File: src/rtl/stream_mac_cell_pkg.sv
// -----------------------------------------------------------------------------
// cell_package
// Shared definitions for the stream MAC cell family:
//   DATA_WIDTH / WINDEX_WIDTH : beat payload and weight-index widths
//   cellstruct                : one beat on the cell stream
//   activation_t              : output activation selector
//   saturate()                : clamp a wide signed value into DATA_WIDTH
// -----------------------------------------------------------------------------
package cell_package;

    localparam int DATA_WIDTH   = 8;
    localparam int WINDEX_WIDTH = 8;

    // Width of the operand accepted by saturate(); wide enough for any
    // accumulator this cell family builds.
    localparam int SAT_IN_WIDTH = 64;

    typedef struct packed {
        logic signed [DATA_WIDTH-1:0]   data;
        logic                           isValid;
        logic                           isFirst;
        logic                           isLast;
        logic                           isResult;
        logic        [WINDEX_WIDTH-1:0] wIndex;
    } cellstruct;

    typedef enum logic [0:0] {
        ACT_NONE = 1'b0,
        ACT_RELU = 1'b1
    } activation_t;

    // Clamp to [-2^(DATA_WIDTH-1), 2^(DATA_WIDTH-1)-1].
    function automatic logic signed [DATA_WIDTH-1:0] saturate(
        input logic signed [SAT_IN_WIDTH-1:0] value
    );
        logic signed [SAT_IN_WIDTH-1:0] max_v;
        logic signed [SAT_IN_WIDTH-1:0] min_v;
        max_v = (64'sd1 <<< (DATA_WIDTH - 1)) - 64'sd1;
        min_v = -max_v - 64'sd1;
        if (value > max_v) begin
            return max_v[DATA_WIDTH-1:0];
        end else if (value < min_v) begin
            return min_v[DATA_WIDTH-1:0];
        end else begin
            return value[DATA_WIDTH-1:0];
        end
    endfunction

endpackage

File: src/rtl/stream_mac_cell_result_fifo.sv
// -----------------------------------------------------------------------------
// result_fifo
// Synchronous circular-buffer FIFO holding finished cell results.
// Ports:
//   clock, reset : rising-edge clock, synchronous active-high reset
//   push, din    : write request and data (ignored when full unless popping)
//   pop, dout    : read request and current head (valid when !empty)
//   full, empty  : occupancy flags
//   count        : registered occupancy, 0..DEPTH
// Push and pop in the same cycle are accepted even when full.
// -----------------------------------------------------------------------------
module result_fifo #(
    parameter int WIDTH = 8,
    parameter int DEPTH = 4
) (
    input  logic                       clock,
    input  logic                       reset,
    input  logic                       push,
    input  logic                       pop,
    input  logic [WIDTH-1:0]           din,
    output logic [WIDTH-1:0]           dout,
    output logic                       full,
    output logic                       empty,
    output logic [$clog2(DEPTH+1)-1:0] count
);

    localparam int PTR_WIDTH = (DEPTH > 1) ? $clog2(DEPTH) : 1;
    localparam int CNT_WIDTH = $clog2(DEPTH + 1);
    localparam logic [PTR_WIDTH-1:0] LAST_SLOT  = PTR_WIDTH'(DEPTH - 1);
    localparam logic [CNT_WIDTH-1:0] FULL_COUNT = CNT_WIDTH'(DEPTH);

    logic [WIDTH-1:0]     mem_r [DEPTH];
    logic [PTR_WIDTH-1:0] wr_ptr_r;
    logic [PTR_WIDTH-1:0] rd_ptr_r;
    logic [CNT_WIDTH-1:0] count_r;
    logic                 full_s;
    logic                 empty_s;
    logic                 do_push_s;
    logic                 do_pop_s;

    // Advance a pointer with wrap at DEPTH (DEPTH need not be a power of two).
    function automatic logic [PTR_WIDTH-1:0] bump(input logic [PTR_WIDTH-1:0] ptr);
        return (ptr == LAST_SLOT) ? {PTR_WIDTH{1'b0}} : ptr + PTR_WIDTH'(1);
    endfunction

    // Flags and accepted operations; a pop frees the slot a full push needs.
    always_comb begin
        full_s    = (count_r == FULL_COUNT);
        empty_s   = (count_r == {CNT_WIDTH{1'b0}});
        do_pop_s  = pop & ~empty_s;
        do_push_s = push & (~full_s | do_pop_s);
    end

    // Storage array.
    always_ff @(posedge clock) begin
        if (reset) begin
            for (int i = 0; i < DEPTH; i++) begin
                mem_r[i] <= {WIDTH{1'b0}};
            end
        end else if (do_push_s) begin
            mem_r[wr_ptr_r] <= din;
        end
    end

    // Read/write pointers and occupancy counter.
    always_ff @(posedge clock) begin
        if (reset) begin
            wr_ptr_r <= {PTR_WIDTH{1'b0}};
            rd_ptr_r <= {PTR_WIDTH{1'b0}};
            count_r  <= {CNT_WIDTH{1'b0}};
        end else begin
            wr_ptr_r <= do_push_s ? bump(wr_ptr_r) : wr_ptr_r;
            rd_ptr_r <= do_pop_s  ? bump(rd_ptr_r) : rd_ptr_r;
            case ({do_push_s, do_pop_s})
                2'b10:   count_r <= count_r + CNT_WIDTH'(1);
                2'b01:   count_r <= count_r - CNT_WIDTH'(1);
                default: count_r <= count_r;
            endcase
        end
    end

    assign dout  = mem_r[rd_ptr_r];
    assign full  = full_s;
    assign empty = empty_s;
    assign count = count_r;

endmodule

File: src/rtl/stream_mac_cell.sv
// -----------------------------------------------------------------------------
// stream_mac_cell
// Accumulates a weighted dot product over framed vectors on the cell stream,
// forwards every input beat one cycle later, and injects each finished result
// (shifted, saturated, optionally ReLU'd) into the first idle stream slot.
// Ports:
//   clock, reset   : rising-edge clock, synchronous active-high reset
//   streamIn       : upstream beat
//   streamOut      : registered downstream beat (pass-through or result)
//   weightWrEn     : weight write strobe
//   weightWrIndex  : weight slot to write (out-of-range ignored)
//   weightWrData   : signed weight value
//   overflow       : sticky, set when a result is dropped on a full FIFO
//   pendingCount   : results waiting for an idle slot
// -----------------------------------------------------------------------------
module stream_mac_cell
    import cell_package::*;
#(
    parameter int          INPUT_VECTOR_SIZE = 3,
    parameter logic [INPUT_VECTOR_SIZE-1:0][DATA_WIDTH-1:0] WEIGHTS_INIT = '0,
    parameter int          CELL_ID           = 0,
    parameter activation_t ACTIVATION        = ACT_NONE,
    parameter int          OUT_SHIFT         = 0,
    parameter int          RESULT_FIFO_DEPTH = 4
) (
    input  logic                                   clock,
    input  logic                                   reset,
    input  cellstruct                              streamIn,
    output cellstruct                              streamOut,
    input  logic                                   weightWrEn,
    input  logic        [WINDEX_WIDTH-1:0]         weightWrIndex,
    input  logic signed [DATA_WIDTH-1:0]           weightWrData,
    output logic                                   overflow,
    output logic [$clog2(RESULT_FIFO_DEPTH+1)-1:0] pendingCount
);

    // Extra clog2 + 1 bits keep a full vector of extreme products from wrapping.
    localparam int ACC_WIDTH  = 2 * DATA_WIDTH + $clog2(INPUT_VECTOR_SIZE) + 1;
    localparam int PROD_WIDTH = 2 * DATA_WIDTH;
    localparam int CNT_WIDTH  = $clog2(RESULT_FIFO_DEPTH + 1);
    localparam logic [WINDEX_WIDTH:0]   VEC_SIZE   = (WINDEX_WIDTH + 1)'(INPUT_VECTOR_SIZE);
    localparam logic [WINDEX_WIDTH-1:0] RESULT_TAG = WINDEX_WIDTH'(CELL_ID);

    logic signed [DATA_WIDTH-1:0] weights_r [INPUT_VECTOR_SIZE];
    logic signed [ACC_WIDTH-1:0]  acc_r;
    cellstruct                    stream_out_r;
    logic                         overflow_r;

    logic                         index_ok_s;
    logic signed [DATA_WIDTH-1:0] weight_sel_s;
    logic signed [PROD_WIDTH-1:0] product_s;
    logic signed [ACC_WIDTH-1:0]  product_ext_s;
    logic signed [ACC_WIDTH-1:0]  sum_s;
    logic signed [ACC_WIDTH-1:0]  shifted_s;
    logic signed [DATA_WIDTH-1:0] saturated_s;
    logic signed [DATA_WIDTH-1:0] result_s;
    logic                         accumulate_s;
    logic                         push_s;
    logic                         pop_s;
    logic [DATA_WIDTH-1:0]        fifo_head_s;
    logic                         fifo_full_s;
    logic                         fifo_empty_s;
    logic [CNT_WIDTH-1:0]         fifo_count_s;
    cellstruct                    injected_s;

    // Weight lookup and product; an out-of-range index contributes zero.
    always_comb begin
        index_ok_s   = ({1'b0, streamIn.wIndex} < VEC_SIZE);
        weight_sel_s = {DATA_WIDTH{1'b0}};
        for (int i = 0; i < INPUT_VECTOR_SIZE; i++) begin
            weight_sel_s = (streamIn.wIndex == WINDEX_WIDTH'(i)) ? weights_r[i] : weight_sel_s;
        end
        if (index_ok_s) begin
            product_s = PROD_WIDTH'($signed(streamIn.data)) * PROD_WIDTH'(weight_sel_s);
        end else begin
            product_s = {PROD_WIDTH{1'b0}};
        end
    end

    // Running sum, output conditioning and FIFO handshake.
    always_comb begin
        accumulate_s  = streamIn.isValid & ~streamIn.isResult;
        product_ext_s = ACC_WIDTH'(product_s);
        if (streamIn.isFirst) begin
            sum_s = product_ext_s;
        end else begin
            sum_s = acc_r + product_ext_s;
        end
        shifted_s   = sum_s >>> OUT_SHIFT;
        saturated_s = saturate(SAT_IN_WIDTH'(shifted_s));
        if ((ACTIVATION == ACT_RELU) && saturated_s[DATA_WIDTH-1]) begin
            result_s = {DATA_WIDTH{1'b0}};
        end else begin
            result_s = saturated_s;
        end
        push_s = accumulate_s & streamIn.isLast;
        // Injection only uses idle slots, so push and pop never coincide here.
        pop_s  = ~streamIn.isValid & ~fifo_empty_s;
    end

    // Beat presented when a pending result is injected.
    always_comb begin
        injected_s          = '0;
        injected_s.data     = fifo_head_s;
        injected_s.isValid  = 1'b1;
        injected_s.isFirst  = 1'b0;
        injected_s.isLast   = 1'b0;
        injected_s.isResult = 1'b1;
        injected_s.wIndex   = RESULT_TAG;
    end

    // Weight table: reload on reset, runtime write otherwise.
    always_ff @(posedge clock) begin
        if (reset) begin
            for (int i = 0; i < INPUT_VECTOR_SIZE; i++) begin
                weights_r[i] <= WEIGHTS_INIT[i];
            end
        end else begin
            for (int i = 0; i < INPUT_VECTOR_SIZE; i++) begin
                if (weightWrEn && (weightWrIndex == WINDEX_WIDTH'(i))) begin
                    weights_r[i] <= weightWrData;
                end else begin
                    weights_r[i] <= weights_r[i];
                end
            end
        end
    end

    // Accumulator: isFirst restarts the sum, other data beats add to it.
    always_ff @(posedge clock) begin
        if (reset) begin
            acc_r <= {ACC_WIDTH{1'b0}};
        end else if (accumulate_s) begin
            acc_r <= sum_s;
        end else begin
            acc_r <= acc_r;
        end
    end

    // Sticky overflow when a result finds no room.
    always_ff @(posedge clock) begin
        if (reset) begin
            overflow_r <= 1'b0;
        end else if (push_s && fifo_full_s && !pop_s) begin
            overflow_r <= 1'b1;
        end else begin
            overflow_r <= overflow_r;
        end
    end

    // Output slot: upstream beats have priority, idle slots carry results.
    always_ff @(posedge clock) begin
        if (reset) begin
            stream_out_r <= '0;
        end else if (streamIn.isValid) begin
            stream_out_r <= streamIn;
        end else if (!fifo_empty_s) begin
            stream_out_r <= injected_s;
        end else begin
            stream_out_r <= '0;
        end
    end

    result_fifo #(
        .WIDTH (DATA_WIDTH),
        .DEPTH (RESULT_FIFO_DEPTH)
    ) u_result_fifo (
        .clock (clock),
        .reset (reset),
        .push  (push_s),
        .pop   (pop_s),
        .din   (result_s),
        .dout  (fifo_head_s),
        .full  (fifo_full_s),
        .empty (fifo_empty_s),
        .count (fifo_count_s)
    );

    assign streamOut    = stream_out_r;
    assign overflow     = overflow_r;
    assign pendingCount = fifo_count_s;

endmodule

File: config.mk
export PLATFORM = sky130hd
export DESIGN_NAME = stream_mac_cell
export DESIGN_NICKNAME = d
export VERILOG_FILES = /design/src/rtl/stream_mac_cell_pkg.sv /design/src/rtl/stream_mac_cell_result_fifo.sv /design/src/rtl/stream_mac_cell.sv
export SDC_FILE = /design/constraint.sdc
export NUM_CORES = 1
export LEC_CHECK = 0
export CORE_ASPECT_RATIO = 0.9
export CORE_UTILIZATION = 61
export DETAILED_ROUTE_END_ITERATION = 10
export PLACE_DENSITY = 0.93
export REMOVE_ABC_BUFFERS = 1
export SLEW_MARGIN = 40
export SYNTH_ARGS = -nofsm -noshare
export SYNTH_HDL_FRONTEND = slang
export SYNTH_SLANG_ARGS = --single-unit
File: constraint.sdc
create_clock -name clock -period 20.9 [get_ports clock]
set_input_delay 4.18 -clock clock [delete_from_list [all_inputs] [get_ports clock]]
set_output_delay 4.18 -clock clock [all_outputs]
set_load 0.02 [all_outputs]
==> impl_metrics.yaml, run 1 <==
final_layout:
  area_growth_pct: 13.10
  layout_commonest_cell: "inv_1"
  fin_area_sq_um: 9126
  drive_gt1_frac: 0.05948
  final_cell_mix: "inv_1, nor2_1, and2_1, clkdlybuf4s50_1, fa_1"
  num-nets-final: 1031
  n_antenna_cell: 0
  postLayoutCoreUtil: 0.7138
min_path:
  hold_class: "reg2reg"
  min_path_cells: 2
  holdPathEnd: "acc_r[7]$_SDFFE_PP0P_"
  hold_path_startpoint: "acc_r[7]$_SDFFE_PP0P_"
routing:
  num_vias: 6368
  viasPerCell: 6.036
  wl_mm: 19.39
  drt_iter0_drc: 523
  dr.pass1.iters: 6
  antenna_left: 0
  post_drt_wl_per_cell_um: 18.38
  drc: 0
sta:
  worst_pin_slew_ns: 0.7706
  relSlewSlack: 0.4828
  max_clock_freq_ghz: 0.07633
  setup_viol: 0
  rsz0062_at_grt: "no"
  slew_violations: 0
  hold_viol_final: 0
  final.setup_skew_ns: 0.01425
  min_period_ns: 13.10
  tns_ns: 0
  period_share: 0.6269
clock_tree:
  cts-resized-gates: 0
  cts_hold_buf: 0
  cts_buffer_depth: 2
  htree_levels: 3
  tritoncts: "done"
  clock_latency_ns: 0.36
  clock-sinks: 105
  postCtsSetupRepairBufs: 0
  cts_root_buf: "clkbuf_16"
  cts_buffers: 9
  path_clk_slew_ns: 0.08
setup_path:
  critPathSlowestCell: "clkdlybuf4s50_1"
  crit_path_max_fanout: 11
  r2r_start: "weights_r[2][6]$_SDFFCE_PN0P_"
  worst_path_most_repeated_cell: "fa_1"
  cp_data_required_time_ns: 21.01
  r2r-end: "u_result_fifo.mem_r[1][1]$_SDFFCE_PN0P_"
  end_kind: "flip-flop"
  crit_type: "in2reg"
  critPathLaunchType: "input pin"
  r2r_cells: 29
  critPathArrivalTime_ns: 13.21
  r2r_setup_slack_ns: 12.39
  slowest_delay_ns: 0.68
floorplanning:
  die_area_sq_um: 13690
  num_rows: 39
  die_width_um: 123.2
  fp.dieH_um: 111.1
  ios: 63
  core_sq_um: 12780
  start_util: 0.6311
power:
  ir_drop_uv: 73.37
  power_density_nw_per_um2: 57.35
  total_leakage_power_nw: 3.806
global_routing:
  grt_pass1_wl_mm: 31.88
  grt_overflow: 0
  grt_use_total: 0.3034
  grt_max_degree: 44
  grt_pass1_vias: 6510
  antenna_found_initial: 0
placement:
  dpl-instance-area_sq_um: 8817
  hpwl_mm: 14.16
  port_buffers: 62
  gp_congestion: 0.9164
synth:
  synth-edff-count: 56
  async_reset_ff_frac: 0
  syn_area_sq_um: 8069
  ys_seq_area_frac: 0.3300
  synth_cell_types: 61
  ys_seq_elements: 105
  syn_avg_cell_area_sq_um: 9.595
  synthCells: 841
  synthFlopType: "edfxtp_1"
  ys_warn_count: 0
job:
  drv_cap: 0
outcome:
  status: "finished, final reports clean"
==> cell usage after synthesis, drive strengths merged, types with 8 or more instances <==
library cell  number  area share
a21o              10      0.0093
mux4               8       0.022
nor3              23       0.014
dfxtp             49        0.12
clkbuf            23       0.011
o21a               9      0.0084
ha                49       0.076
a211oi            17       0.016
nor2b             16       0.012
and2              62       0.048
or2                8      0.0062
buf               10      0.0057
nor2              79       0.037
edfxtp            56        0.21
nand2             52       0.025
xor2               9      0.0098
mux2i             13       0.016
a22o               8      0.0087
fa                57        0.14
xnor2             22       0.024
o211ai             9      0.0084
inv               97       0.045
a31o              15       0.016
o21ai             35       0.022
a21oi             42       0.026
==> cell type report <==
type | instances | area [sq um]
flip-flops and latches | 105 | 2663
clock buffers | 9 | 225.2
clock inverters | 7 | 83.83
multi-input cells | 606 | 4927
well taps | 164 | 205.2
repair buffers | 67 | 658.1
fillers | 848 | 3659
inverters | 97 | 364.1
==> worst max-delay path by stage <==
stage | from | end | slack [ns] | depth (start not counted)
after floorplan | streamIn[0] | u_result_fifo.mem_r[1][0]$_SDFFCE_PN0P_ | 9.31 | 30
after global placement | streamIn[1] | u_result_fifo.mem_r[1][0]$_SDFFCE_PN0P_ | 7.87 | 31
after detailed placement | streamIn[1] | u_result_fifo.mem_r[1][1]$_SDFFCE_PN0P_ | 7.55 | 30
after CTS | streamIn[1] | u_result_fifo.mem_r[1][1]$_SDFFCE_PN0P_ | 7.92 | 30
after global routing | streamIn[1] | u_result_fifo.mem_r[1][1]$_SDFFCE_PN0P_ | 7.20 | 31
final | streamIn[1] | u_result_fifo.mem_r[1][1]$_SDFFCE_PN0P_ | 7.80 | 31
==> where the power goes <==
group / leakage [nW] / internal [W] / total (W) / switching, W
clock network: 0.151 / 0.0000856 / 0.000173 / 0.0000871
logic: 2.69 / 0.0000470 / 0.000102 / 0.0000547
registers: 0.964 / 0.000235 / 0.000249 / 0.0000140
total: 3.81 / 0.000368 / 0.000523 / 0.000156
==> cell families after synthesis <==
| logic type | share of synthesized area |
|---|---|
| buf+inv | 0.06156 |
| simple gates | 0.1681 |
| flops | 0.3300 |
| fa+ha+maj | 0.2174 |
| mux | 0.03845 |
| compound gates | 0.1509 |
| xor+xnor | 0.03365 |
==> layer usage <==
layer  GRT usage  part of all wire  vias up
met2      0.5054              0.48      304
met1      0.3799              0.40     3029
met3     0.07922             0.091       54
met4     0.09960             0.030        0
li1            -                 -     2981
met5           0                 0        -
==> critical path: cells and delay by family <==
| family | cells | cell delay (ns) |
|---|---|---|
| AO/OA/AOI/OAI | 12 | 2.89 |
| XOR/XNOR | 2 | 0.73 |
| AND/OR/NAND/NOR | 7 | 1.84 |
| adder cells (fa/ha/maj) | 6 | 2.67 |
| buffers and inverters | 4 | 0.87 |
==> flip-flops by register name (all words and copies together), names as in the netlist, named ones only <==
signal / flops
u_result_fifo.wr_ptr_r: 2
acc_r: 19
u_result_fifo.rd_ptr_r: 2
overflow: 1
u_result_fifo.mem_r: 32
streamOut: 20
weights_r: 24
u_result_fifo.count: 3
==> per-stage QoR <==
step	cells	power, W	worst slack [ns]	hold WS [ns]
final	1055	0.0005234	7.799	0.4785
after global placement	1038	0.0003479	7.874	0.4504
after CTS	1055	0.0005240	7.920	0.4778
after floorplan	808	0.0003098	9.310	0.4301
after detailed placement	1039	0.0003534	7.554	0.4626
after global routing	1055	0.0005433	7.199	0.4935
Power figures use the tool's default switching activity.
==> inputs of run 2 (changes only) <==
Settings changed: CORE_UTILIZATION 61 to 60, PLACE_DENSITY 0.93 to 0.92.
Clock period 20.9 ns to 12.5 ns, I/O delays scaled along.
==> impl_metrics.yaml, run 2 (synthesis gave the netlist of run 1 again) <==
placement:
  hpwl_mm: 13.95
  gp_congestion: 0.8961
  port_buffers: 62
  dp.cells: 1038
setup_path:
  critPathLaunchType: "input pin"
  slowest_delay_ns: 0.70
  end_kind: "flip-flop"
  cp_data_required_time_ns: 12.60
  crit_buf_inv: 4
  worst_path_most_repeated_cell: "fa_1"
  critPathSlowestCell: "clkdlybuf4s50_1"
  crit_type: "in2reg"
  critPathArrivalTime_ns: 11.67
  crit_path_max_fanout: 11
  cp_top_family: "compound AO/OA/AOI/OAI gates"
sta:
  setup_viol: 0
  slew_violations: 0
  min_period_ns: 11.56
  max_clock_freq_ghz: 0.08650
  worst_pin_slew_ns: 0.7987
  relSlewSlack: 0.4640
  final.setup_skew_ns: 0.01405
  tns_ns: 0
  period_share: 0.9249
  rsz0062_at_grt: "no"
  hold_viol_final: 0
clock_tree:
  path_clk_slew_ns: 0.08
  postCtsSetupRepairBufs: 0
  clock-sinks: 105
  clock_latency_ns: 0.36
  cts_buffers: 9
  cts_hold_buf: 0
  cts_buffer_depth: 2
  tritoncts: "done"
  cts-resized-gates: 0
  cts_root_buf: "clkbuf_16"
  htree_levels: 3
floorplanning:
  start_util: 0.6264
  core_sq_um: 12880
  num_rows: 39
  ios: 63
  die_width_um: 124.2
  die_area_sq_um: 13920
  fp.dieH_um: 112.0
routing:
  post_drt_wl_per_cell_um: 19.16
  drc: 0
  drt_iter0_drc: 675
  viasPerCell: 6.241
  antenna_left: 0
  num_vias: 6584
  top_layer: "met4"
  wl_met2_mm: 9.929
  wl_met1_mm: 7.806
  dr.pass1.iters: 5
  wl_mm: 20.21
  dr_wl_met3_mm: 1.907
final_layout:
  n_antenna_cell: 0
  layout_commonest_cell: "inv_1"
  regMostFlops: "u_result_fifo.mem_r"
  area_growth_pct: 13.15
  final_cell_count_no_fill: 1055
  drive_gt1_frac: 0.05948
  num-nets-final: 1031
  final_cell_mix: "inv_1, nor2_1, and2_1, clkdlybuf4s50_1, fa_1"
  largest_register_ff_count: 32
power:
  ir_drop_uv: 154.8
  total_leakage_power_nw: 3.806
  power_density_nw_per_um2: 96.26
min_path:
  hold_class: "reg2reg"
outcome:
  status: "finished, final reports clean"
job:
  drv_cap: 0
global_routing:
  grt_pass1_vias: 6568
  grt_use_total: 0.3036
  grt_pass1_wl_mm: 33.30
  antenna_found_initial: 0
  grt_max_degree: 44
  grt_overflow: 0
[run 2: metal layers]
metal / track usage / up-vias
met2: 0.5101 / 404
met4: 0.1213 / 0
li1: - / 2975
met1: 0.3976 / 3146
met5: 0 / -
met3: 0.04576 / 59
[run 2: per-stage QoR]
step / hold slack, ns / setup slack [ns] / util / instance area, sq um / power, W
2_1_floorplan: 0.4301 / 2.590 / - / 7936 / 0.0005180
3_3_place_gp: 0.4544 / 1.125 / 0.6827 / 8795 / 0.0005816
3_5_place_dp: 0.4553 / 0.6924 / 0.6839 / 8810 / 0.0005895
4_1_cts: 0.4664 / 0.9459 / 0.7075 / 9114 / 0.0008753
5_1_grt: 0.4989 / 0.3551 / 0.7087 / 9130 / 0.0009086
6_report: 0.4665 / 0.9387 / 0.7087 / 9130 / 0.0008789
[run 2: cell type report]
| type | instances | area (sq um) |
|---|---|---|
| inverters | 97 | 364.1 |
| clock inverters | 7 | 78.83 |
| clock buffers | 9 | 225.2 |
| flip-flops and latches | 105 | 2663 |
| multi-input cells | 606 | 4936 |
| repair buffers | 67 | 658.1 |
| well taps | 164 | 205.2 |
| fillers | 879 | 3752 |
[run 2: report_power, final]
part	internal [W]	leakage, nW	switching, W	total [W]
combinational	0.0000787	2.69	0.0000930	0.000172
clock	0.000143	0.150	0.000147	0.000290
sequential	0.000393	0.964	0.0000241	0.000417
total	0.000615	3.81	0.000264	0.000879
[run 2: path summary, 6_finish.rpt]
kind	from	end	slack (ns)	cells past startpoint
setup reg to reg	weights_r[0][2]$_SDFFCE_PN0P_	u_result_fifo.mem_r[0][5]$_SDFFCE_PN0P_	3.85	30
setup / recovery	streamIn[1]	u_result_fifo.mem_r[0][5]$_SDFFCE_PN0P_	0.94	30
hold / removal	acc_r[7]$_SDFFE_PP0P_	acc_r[7]$_SDFFE_PP0P_	0.47	2
hold reg to reg	acc_r[7]$_SDFFE_PP0P_	acc_r[7]$_SDFFE_PP0P_	0.47	2
[run 2: worst min-delay path: cells and delay by family (launching register included)]
family / cells / cell delay, ns
and+or+nand+nor: 1 / 0.05
DFF: 1 / 0.32
AOI/OAI and AO/OA: 1 / 0.05
